$ cat config.mk
export PLATFORM = sky130hd
export DESIGN_NAME = mips_mc_controller_flat
export DESIGN_NICKNAME = d
export VERILOG_FILES = /design/src/rtl/mips_mc_controller_if.sv /design/src/rtl/mips_mc_controller.sv /design/src/flat_wrapper.sv
export SDC_FILE = /design/constraint.sdc
export NUM_CORES = 1
export LEC_CHECK = 0
export CORE_MARGIN = 2
export CORE_UTILIZATION = 30
export CTS_CLUSTER_DIAMETER = 80
export DETAILED_ROUTE_END_ITERATION = 6
export PLACE_DENSITY = 0.66
export SYNTH_ARGS = -nofsm -noshare
export SYNTH_HDL_FRONTEND = slang
export SYNTH_SLANG_ARGS = --single-unit
$ cat constraint.sdc
create_clock -name clk -period 4.1 [get_ports clk]
set_input_delay 0.82 -clock clk [delete_from_list [all_inputs] [get_ports clk]]
set_output_delay 0.82 -clock clk [all_outputs]
set_load 0.005 [all_outputs]
$ cat src/rtl/mips_mc_controller_if.sv
// rtl/mips_mc_controller_if.sv - control/status bundle between the multicycle MIPS controller and its datapath
interface mips_mc_controller_if;
  logic [5:0] op;
  logic [5:0] funct;
  logic       zero;
  logic       mem_ready;
  logic       memreq;
  logic       memwrite;
  logic       iord;
  logic       irwrite;
  logic       pcen;
  logic [1:0] pcsrc;
  logic       alusrca;
  logic [1:0] alusrcb;
  logic       zext;
  logic       regdst;
  logic       memtoreg;
  logic       regwrite;
  logic [2:0] alucontrol;
  logic       illegal;
  logic [3:0] state;

  modport master (
    input  op, funct, zero, mem_ready,
    output memreq, memwrite, iord, irwrite, pcen, pcsrc, alusrca, alusrcb,
           zext, regdst, memtoreg, regwrite, alucontrol, illegal, state
  );

  modport slave (
    output op, funct, zero, mem_ready,
    input  memreq, memwrite, iord, irwrite, pcen, pcsrc, alusrca, alusrcb,
           zext, regdst, memtoreg, regwrite, alucontrol, illegal, state
  );
endinterface

$ cat src/rtl/mips_mc_controller.sv
// rtl/mips_mc_controller.sv - multicycle MIPS control FSM with ready-handshaked shared memory port
module mips_mc_controller #(
  parameter bit ENABLE_BNE       = 1'b1,
  parameter bit ENABLE_LOGIC_IMM = 1'b1,
  parameter bit TRAP_ON_ILLEGAL  = 1'b1
) (
  input  logic                   clk,
  input  logic                   reset,
  mips_mc_controller_if.master   bus
);

  typedef enum logic [3:0] {
    S_FETCH    = 4'd0,
    S_DECODE   = 4'd1,
    S_MEMADR   = 4'd2,
    S_MEMRD    = 4'd3,
    S_MEMWB    = 4'd4,
    S_MEMWR    = 4'd5,
    S_RTYPEEX  = 4'd6,
    S_RTYPEWB  = 4'd7,
    S_BRANCHEX = 4'd8,
    S_IMMEX    = 4'd9,
    S_IMMWB    = 4'd10,
    S_JEX      = 4'd11,
    S_TRAP     = 4'd15
  } state_t;

  localparam logic [5:0] OP_RTYPE = 6'b000000;
  localparam logic [5:0] OP_J     = 6'b000010;
  localparam logic [5:0] OP_BEQ   = 6'b000100;
  localparam logic [5:0] OP_BNE   = 6'b000101;
  localparam logic [5:0] OP_ADDI  = 6'b001000;
  localparam logic [5:0] OP_ANDI  = 6'b001100;
  localparam logic [5:0] OP_ORI   = 6'b001101;
  localparam logic [5:0] OP_LW    = 6'b100011;
  localparam logic [5:0] OP_SW    = 6'b101011;

  localparam logic [5:0] FN_ADD = 6'b100000;
  localparam logic [5:0] FN_SUB = 6'b100010;
  localparam logic [5:0] FN_AND = 6'b100100;
  localparam logic [5:0] FN_OR  = 6'b100101;
  localparam logic [5:0] FN_SLT = 6'b101010;

  localparam logic [2:0] ALU_ADD = 3'b010;
  localparam logic [2:0] ALU_SUB = 3'b110;
  localparam logic [2:0] ALU_AND = 3'b000;
  localparam logic [2:0] ALU_OR  = 3'b001;
  localparam logic [2:0] ALU_SLT = 3'b111;

  // Where an unsupported op/funct lands: a sticky trap, or silently skip it as a NOP.
  localparam state_t ILL_NEXT = TRAP_ON_ILLEGAL ? S_TRAP : S_FETCH;

  state_t state_q;
  state_t state_d;

  always_ff @(posedge clk or posedge reset) begin
    if (reset) begin
      state_q <= S_FETCH;
    end else begin
      state_q <= state_d;
    end
  end

  assign bus.state = state_q;

  always_comb begin
    state_d        = state_q;
    bus.memreq     = 1'b0;
    bus.memwrite   = 1'b0;
    bus.iord       = 1'b0;
    bus.irwrite    = 1'b0;
    bus.pcen       = 1'b0;
    bus.pcsrc      = 2'b00;
    bus.alusrca    = 1'b0;
    bus.alusrcb    = 2'b00;
    bus.zext       = 1'b0;
    bus.regdst     = 1'b0;
    bus.memtoreg   = 1'b0;
    bus.regwrite   = 1'b0;
    bus.alucontrol = ALU_ADD;
    bus.illegal    = 1'b0;

    case (state_q)
      S_FETCH: begin
        bus.memreq  = 1'b1;
        bus.alusrcb = 2'b01;
        if (bus.mem_ready) begin
          bus.irwrite = 1'b1;
          bus.pcen    = 1'b1;
          state_d     = S_DECODE;
        end
      end

      // ALU precomputes the branch target into ALUOut while the op is decoded.
      S_DECODE: begin
        bus.alusrcb = 2'b11;
        case (bus.op)
          OP_LW, OP_SW: state_d = S_MEMADR;
          OP_RTYPE:     state_d = S_RTYPEEX;
          OP_BEQ:       state_d = S_BRANCHEX;
          OP_BNE:       state_d = ENABLE_BNE ? S_BRANCHEX : ILL_NEXT;
          OP_ADDI:      state_d = S_IMMEX;
          OP_ANDI,
          OP_ORI:       state_d = ENABLE_LOGIC_IMM ? S_IMMEX : ILL_NEXT;
          OP_J:         state_d = S_JEX;
          default:      state_d = ILL_NEXT;
        endcase
      end

      S_MEMADR: begin
        bus.alusrca = 1'b1;
        bus.alusrcb = 2'b10;
        state_d     = (bus.op == OP_LW) ? S_MEMRD : S_MEMWR;
      end

      S_MEMRD: begin
        bus.memreq = 1'b1;
        bus.iord   = 1'b1;
        if (bus.mem_ready) begin
          state_d = S_MEMWB;
        end
      end

      S_MEMWB: begin
        bus.regwrite = 1'b1;
        bus.memtoreg = 1'b1;
        state_d      = S_FETCH;
      end

      S_MEMWR: begin
        bus.memreq   = 1'b1;
        bus.memwrite = 1'b1;
        bus.iord     = 1'b1;
        if (bus.mem_ready) begin
          state_d = S_FETCH;
        end
      end

      S_RTYPEEX: begin
        bus.alusrca = 1'b1;
        state_d     = S_RTYPEWB;
        case (bus.funct)
          FN_ADD:  bus.alucontrol = ALU_ADD;
          FN_SUB:  bus.alucontrol = ALU_SUB;
          FN_AND:  bus.alucontrol = ALU_AND;
          FN_OR:   bus.alucontrol = ALU_OR;
          FN_SLT:  bus.alucontrol = ALU_SLT;
          default: state_d        = ILL_NEXT;
        endcase
      end

      S_RTYPEWB: begin
        bus.regwrite = 1'b1;
        bus.regdst   = 1'b1;
        state_d      = S_FETCH;
      end

      // Only BNE can reach here with op 000101, so no need to re-check ENABLE_BNE.
      S_BRANCHEX: begin
        bus.alusrca    = 1'b1;
        bus.alucontrol = ALU_SUB;
        bus.pcsrc      = 2'b01;
        bus.pcen       = (bus.op == OP_BNE) ? ~bus.zero : bus.zero;
        state_d        = S_FETCH;
      end

      S_IMMEX: begin
        bus.alusrca = 1'b1;
        bus.alusrcb = 2'b10;
        state_d     = S_IMMWB;
        case (bus.op)
          OP_ANDI: begin
            bus.alucontrol = ALU_AND;
            bus.zext       = 1'b1;
          end
          OP_ORI: begin
            bus.alucontrol = ALU_OR;
            bus.zext       = 1'b1;
          end
          default: bus.alucontrol = ALU_ADD;
        endcase
      end

      S_IMMWB: begin
        bus.regwrite = 1'b1;
        state_d      = S_FETCH;
      end

      S_JEX: begin
        bus.pcsrc = 2'b10;
        bus.pcen  = 1'b1;
        state_d   = S_FETCH;
      end

      S_TRAP: begin
        bus.illegal = 1'b1;
      end

      default: state_d = S_FETCH;
    endcase
  end

endmodule

$ cat src/flat_wrapper.sv
// flat-port wrapper written by rule: the top's interface ports become plain ports
module mips_mc_controller_flat 
#(
  parameter bit ENABLE_BNE       = 1'b1,
  parameter bit ENABLE_LOGIC_IMM = 1'b1,
  parameter bit TRAP_ON_ILLEGAL  = 1'b1
)
  (clk, reset, bus_op, bus_funct, bus_zero, bus_mem_ready, bus_memreq, bus_memwrite, bus_iord, bus_irwrite, bus_pcen, bus_pcsrc, bus_alusrca, bus_alusrcb, bus_zext, bus_regdst, bus_memtoreg, bus_regwrite, bus_alucontrol, bus_illegal, bus_state);
  mips_mc_controller_if bus_i ();
  input  logic clk;
  input  logic reset;
  input wire logic [$bits(bus_i.op)-1:0] bus_op;
  input wire logic [$bits(bus_i.funct)-1:0] bus_funct;
  input wire logic [$bits(bus_i.zero)-1:0] bus_zero;
  input wire logic [$bits(bus_i.mem_ready)-1:0] bus_mem_ready;
  output wire logic [$bits(bus_i.memreq)-1:0] bus_memreq;
  output wire logic [$bits(bus_i.memwrite)-1:0] bus_memwrite;
  output wire logic [$bits(bus_i.iord)-1:0] bus_iord;
  output wire logic [$bits(bus_i.irwrite)-1:0] bus_irwrite;
  output wire logic [$bits(bus_i.pcen)-1:0] bus_pcen;
  output wire logic [$bits(bus_i.pcsrc)-1:0] bus_pcsrc;
  output wire logic [$bits(bus_i.alusrca)-1:0] bus_alusrca;
  output wire logic [$bits(bus_i.alusrcb)-1:0] bus_alusrcb;
  output wire logic [$bits(bus_i.zext)-1:0] bus_zext;
  output wire logic [$bits(bus_i.regdst)-1:0] bus_regdst;
  output wire logic [$bits(bus_i.memtoreg)-1:0] bus_memtoreg;
  output wire logic [$bits(bus_i.regwrite)-1:0] bus_regwrite;
  output wire logic [$bits(bus_i.alucontrol)-1:0] bus_alucontrol;
  output wire logic [$bits(bus_i.illegal)-1:0] bus_illegal;
  output wire logic [$bits(bus_i.state)-1:0] bus_state;
  assign bus_i.op = bus_op;
  assign bus_i.funct = bus_funct;
  assign bus_i.zero = bus_zero;
  assign bus_i.mem_ready = bus_mem_ready;
  assign bus_memreq = bus_i.memreq;
  assign bus_memwrite = bus_i.memwrite;
  assign bus_iord = bus_i.iord;
  assign bus_irwrite = bus_i.irwrite;
  assign bus_pcen = bus_i.pcen;
  assign bus_pcsrc = bus_i.pcsrc;
  assign bus_alusrca = bus_i.alusrca;
  assign bus_alusrcb = bus_i.alusrcb;
  assign bus_zext = bus_i.zext;
  assign bus_regdst = bus_i.regdst;
  assign bus_memtoreg = bus_i.memtoreg;
  assign bus_regwrite = bus_i.regwrite;
  assign bus_alucontrol = bus_i.alucontrol;
  assign bus_illegal = bus_i.illegal;
  assign bus_state = bus_i.state;
  mips_mc_controller #(.ENABLE_BNE(ENABLE_BNE), .ENABLE_LOGIC_IMM(ENABLE_LOGIC_IMM), .TRAP_ON_ILLEGAL(TRAP_ON_ILLEGAL)) u_core (.clk(clk), .reset(reset), .bus(bus_i));
endmodule
# Word-level counts from Yosys, hierarchy flattened
# Cells that the tools add are included.
# classes
eq_ne	28
mux	26
n_bitwise	2
reduce_logical	13
# op_table
cell	n
$eq A6 B6 Y1 const B	7
$pmux W4 S8	1
$eq A4 B4 Y1 const B	5
$pmux W4 S5	1
$eq A6 B4 Y1 const B	3
$eq A4 B3 Y1 const B	4
$mux W4	4
$mux W1	13
$eq A6 B3 Y1 const B	2
$pmux W3 S4	1
$reduce_or A2 Y1	5
$pmux W3 S3	1
$reduce_or A3 Y1	3
$eq A4 B2 Y1 const B	2
$pmux W2 S2	2
$eq A6 B2 Y1 const B	1
$logic_not A6 Y1	1
$ne A2 B2 Y1 const B	3
$pmux W2 S3	1
$reduce_or A5 Y1	1
$eq A4 B1 Y1 const B	1
$logic_not A4 Y1	1
$reduce_and A4 Y1	1
$reduce_or A4 Y1	1
3 further kinds	4
# totals
ff_bits	4
inputBits	16
output_inout_bits	22
wordCells	70

# Logic depth before layout (Yosys ltp)
# depth
ltp_word	4
ltp_mapped	6

# Least setup slack after synthesis
# Ideal clock, no wire load.
# synth_timing
path_type	input-to-output
startpoint	input port bus_op[2]
endpoint	output port bus_pcen
t_arrival_ps	1905
t_required_ps	3280
setup_slack_ps	1375
stages	6
path_cell_list	buf_2 -> nor4b_2 -> nand3b_1 -> xor2_1 -> a2111oi_0 -> or2_1
# synth_between
elab_chain_cells	3
# synth_lines
item	line_no	source
from (decl)	flat_wrapper.sv:12	input wire logic [$bits(bus_i.op)-1:0] bus_op;
$eq A6 B3 Y1	mips_mc_controller.sv:163	bus.pcen = (bus.op == OP_BNE) ? ~bus.zero : bus.zero;
$mux W1	mips_mc_controller.sv:163	
$pmux W1 S3	mips_mc_controller.sv:83	case (state_q)
to (decl)	flat_wrapper.sv:20	output wire logic [$bits(bus_i.pcen)-1:0] bus_pcen;
# No other way between the ends.

# Worst setup path after layout
# layout_timing
startpoint	input port bus_op[1]
endpoint	output port bus_pcen
# The elaborated chain is that of the path after synthesis.

==> run_results.csv <==
group,metric,value,unit
place,preCtsSetupSlack,289.6,ps
sta,grt_setup_unrepaired,"no",
synthesis,synth.most_common_cell,"nor2_1",
grt,antenna_found_initial,0,
place,dp.cells,159,
worst_setup_path,critPathMaxFanout,8,
synthesis,synth_edf_count,0,
grt,grt_pass1_wl,3553,um
layout,largest_reg_flops,4,
clock_network,clk_latency,230,ps
detailed_routing,wirelength,2042,um
detailed_routing,ant_nets,0,
synthesis,synth_warnings,0,
synthesis,yosys-top-cells-area,"dfrtp_1 15%, nor2_1 9.1%, a21oi_1 6.1%",
worst_setup_path,critPathKind,"in -> out",
detailed_routing,via_per_inst,5.352,
flow_run,max_cap_viol_count,0,
worst_setup_path,critPathArrivalTime,2990,ps
layout,drive_gt1_share,3.704,%
sta,timing.final.ws_setup,294.1,ps
sta,tightest_slew,597.3,ps
detailed_routing,first_pass_iters,5,
detailed_routing,drc,0,
floorplanning,core,2022,um2
synthesis,yosys-top-cells-count,"16 x nor2_1, 8 x a21oi_1, 8 x nand2_1",
sta,timing.fmax,262.7,MHz
place,gp_congestion,0.8112,
sta,layout_min_cycle_time,3806,ps
sta,min_period_over_period,92.83,%
synthesis,syn-num-nets,117,
synthesis,synthesis.instances,101,
layout,fillCellCount,214,
clock_network,cts_resized,0,
pwr,p_per_area,561.1,nW/um2
floorplanning,die_h,50.88,um
sta,slew-limit-headroom,60.18,%
grt,grt_pass1_vias,804,
floorplanning,io_pins,38,
grt,grt_max_degree,21,
floorplanning,initial_core_util,32.61,%
synthesis,ys_ff_latch,4,
detailed_routing,drt_iter0_drc,22,
worst_setup_path,cp.required,3280,ps
layout,n_antenna_cell,0,
worst_setup_path,worst_setup_path_end_kind,"primary output",
layout,fin_nets,153,
clock_network,clk_pin_slew_worst_paths,40,ps
clock_network,hold_buffers,0,
hold_path,hp-class,"in -> async",
synthesis,syn_area_per_cell,6.529,um2
pwr,p_leak,0.3839,nW
clock_network,cts_setup_buffers,0,
outcome,outcome,"finished, final reports clean",
synthesis,yosysTopAreaCell,"dfrtp_1",
grt,grt_overflow,0,
detailed_routing,wire_per_inst,12.60,um
floorplanning,die_w,50.88,um
sta,skew,1.939,ps
synthesis,synth-seq-area-share,15.18,%
worst_setup_path,path_cells,"clkdlybuf4s50_1 > nor4b_2 > nand3b_1 > xor2_1 > a2111oi_0 > or2_1 > clkdlybuf4s50_1",
sta,hold_viol,0,
clock_network,cts_tree,"yes",
place,hpwl,1595,um
synthesis,netlist.area_leader.share,15.18,%
clock_network,cts.path.max_buffers,2,
place,placed_area,1044,um2
worst_setup_path,cpMostUsedCell,"clkdlybuf4s50_1",
layout,final_cells,162,
sta,slew_violations,0,
detailed_routing,vias,867,
synthesis,synthFlopType,"dfrtp_1",
worst_setup_path,worstSetupStartpointType,"input pin",
floorplanning,die_area,2589,um2
sta,finalSetupViolations,0,
worst_setup_path,cp_slowest_cell,"clkdlybuf4s50_1",
synthesis,synth-async-reset-ratio,100.0,%
clock_network,htreeDepth,1,
clock_network,clock-sinks,4,
layout,synthToLayoutAreaGrowth,61.67,%
floorplanning,rows,16,
clock_network,cts-root-buf,"clkbuf_4",
worst_setup_path,max_stage_delay,530,ps
place,io_buffers,37,
synthesis,netlist_area,659.4,um2
layout,design_area,1066,um2
pwr,peakVddDrop,447.9,uV
sta,hold-worst-slack,770.0,ps
clock_network,cts_buffers,3,
sta,tns,0,ps
grt,track_usage,17.09,%
synthesis,synth_cell_types,38,
-- metal layers --
metal	share of wire, %	track usage [%]	vias to the layer above
met1	47	23.15	388
met2	47	29.39	31
met5	0	0	-
met4	0	5.405	0
li1	-	-	448
met3	5.5	0.5848	0
-- worst max-delay path: cells and delay by family --
family / cells / cell delay [ps]
AO/OA/AOI/OAI: 1 / 380
buffers and inverters: 2 / 1020
XOR/XNOR: 1 / 150
AND/OR/NAND/NOR: 3 / 620
-- through the flow --
step / utilization, % / power, mW
after floorplan: - / 0.3417
after global placement: 51.61 / 0.5540
after detailed placement: 51.61 / 0.5546
after CTS: 52.72 / 0.6049
after global routing: 52.72 / 0.6675
final: 52.72 / 0.5981
-- where the power goes --
group	switching (mW)	leakage (nW)	internal, mW	total, mW
Combinational	0.169	0.321	0.244	0.412
Clock	0.0139	0.0138	0.0326	0.0465
Sequential	0.0808	0.0494	0.0584	0.139
Total	0.264	0.384	0.335	0.598
-- logic make-up (layout without fill, tap and decap cells) --
family	after synthesis	after routing	share of synthesized area, %
AND/OR/NAND/NOR	54	54	43.26
buffers and inverters	11	45	6.450
AO/OA/AOI/OAI	28	28	29.61
flip-flops	4	4	15.18
multiplexers	1	1	1.518
XOR/XNOR	3	3	3.986
-- cell usage in the layout (no fill, tap or decap), drive strengths merged, types with 2 or more instances in the layout --
cell | Yosys | layout
a2111oi | 3 | 3
a21oi | 8 | 8
clkbuf | 6 | 3
clkdlybuf4s50 | 0 | 37
dfrtp | 4 | 4
inv | 4 | 4
nand2 | 8 | 8
nand2b | 4 | 4
nand3 | 3 | 3
nor2 | 16 | 16
nor2b | 5 | 5
nor3 | 4 | 4
nor3b | 2 | 2
nor4 | 4 | 4
nor4b | 2 | 2
o21ai | 4 | 4
o32ai | 2 | 2
xor2 | 2 | 2
-- final timing paths --
| path | slack (ps) | cells after the start | startpoint | end |
|---|---|---|---|---|
| worst max-delay path | 290 | 7 | bus_op[1] | bus_pcen |
| worst min-delay path | 770 | 2 | reset | u_core.bus.state[0] |
| worst max register to register | 2330 | 5 | u_core.bus.state[0] | u_core.bus.state[2] |
| worst min register to register | 800 | 2 | u_core.bus.state[2] | u_core.bus.state[3] |
| max in group asynchronous | 3190 | 2 | reset | u_core.bus.state[3] |
| min in group clk | 800 | 2 | u_core.bus.state[2] | u_core.bus.state[3] |
-- area by class of cell --
| cell class | count | area (um2) | share of cell area, % |
|---|---|---|---|
| clock buffer | 3 | 22.52 | 2.113 |
| multi-input combinational | 86 | 516.7 | 48.47 |
| inverter | 4 | 15.01 | 1.408 |
| sequential | 4 | 100.1 | 9.390 |
| timing repair buffer | 38 | 377.9 | 35.45 |
| tap | 27 | 33.78 | 3.169 |
Note: power is estimated with default switching activity, not from simulation.
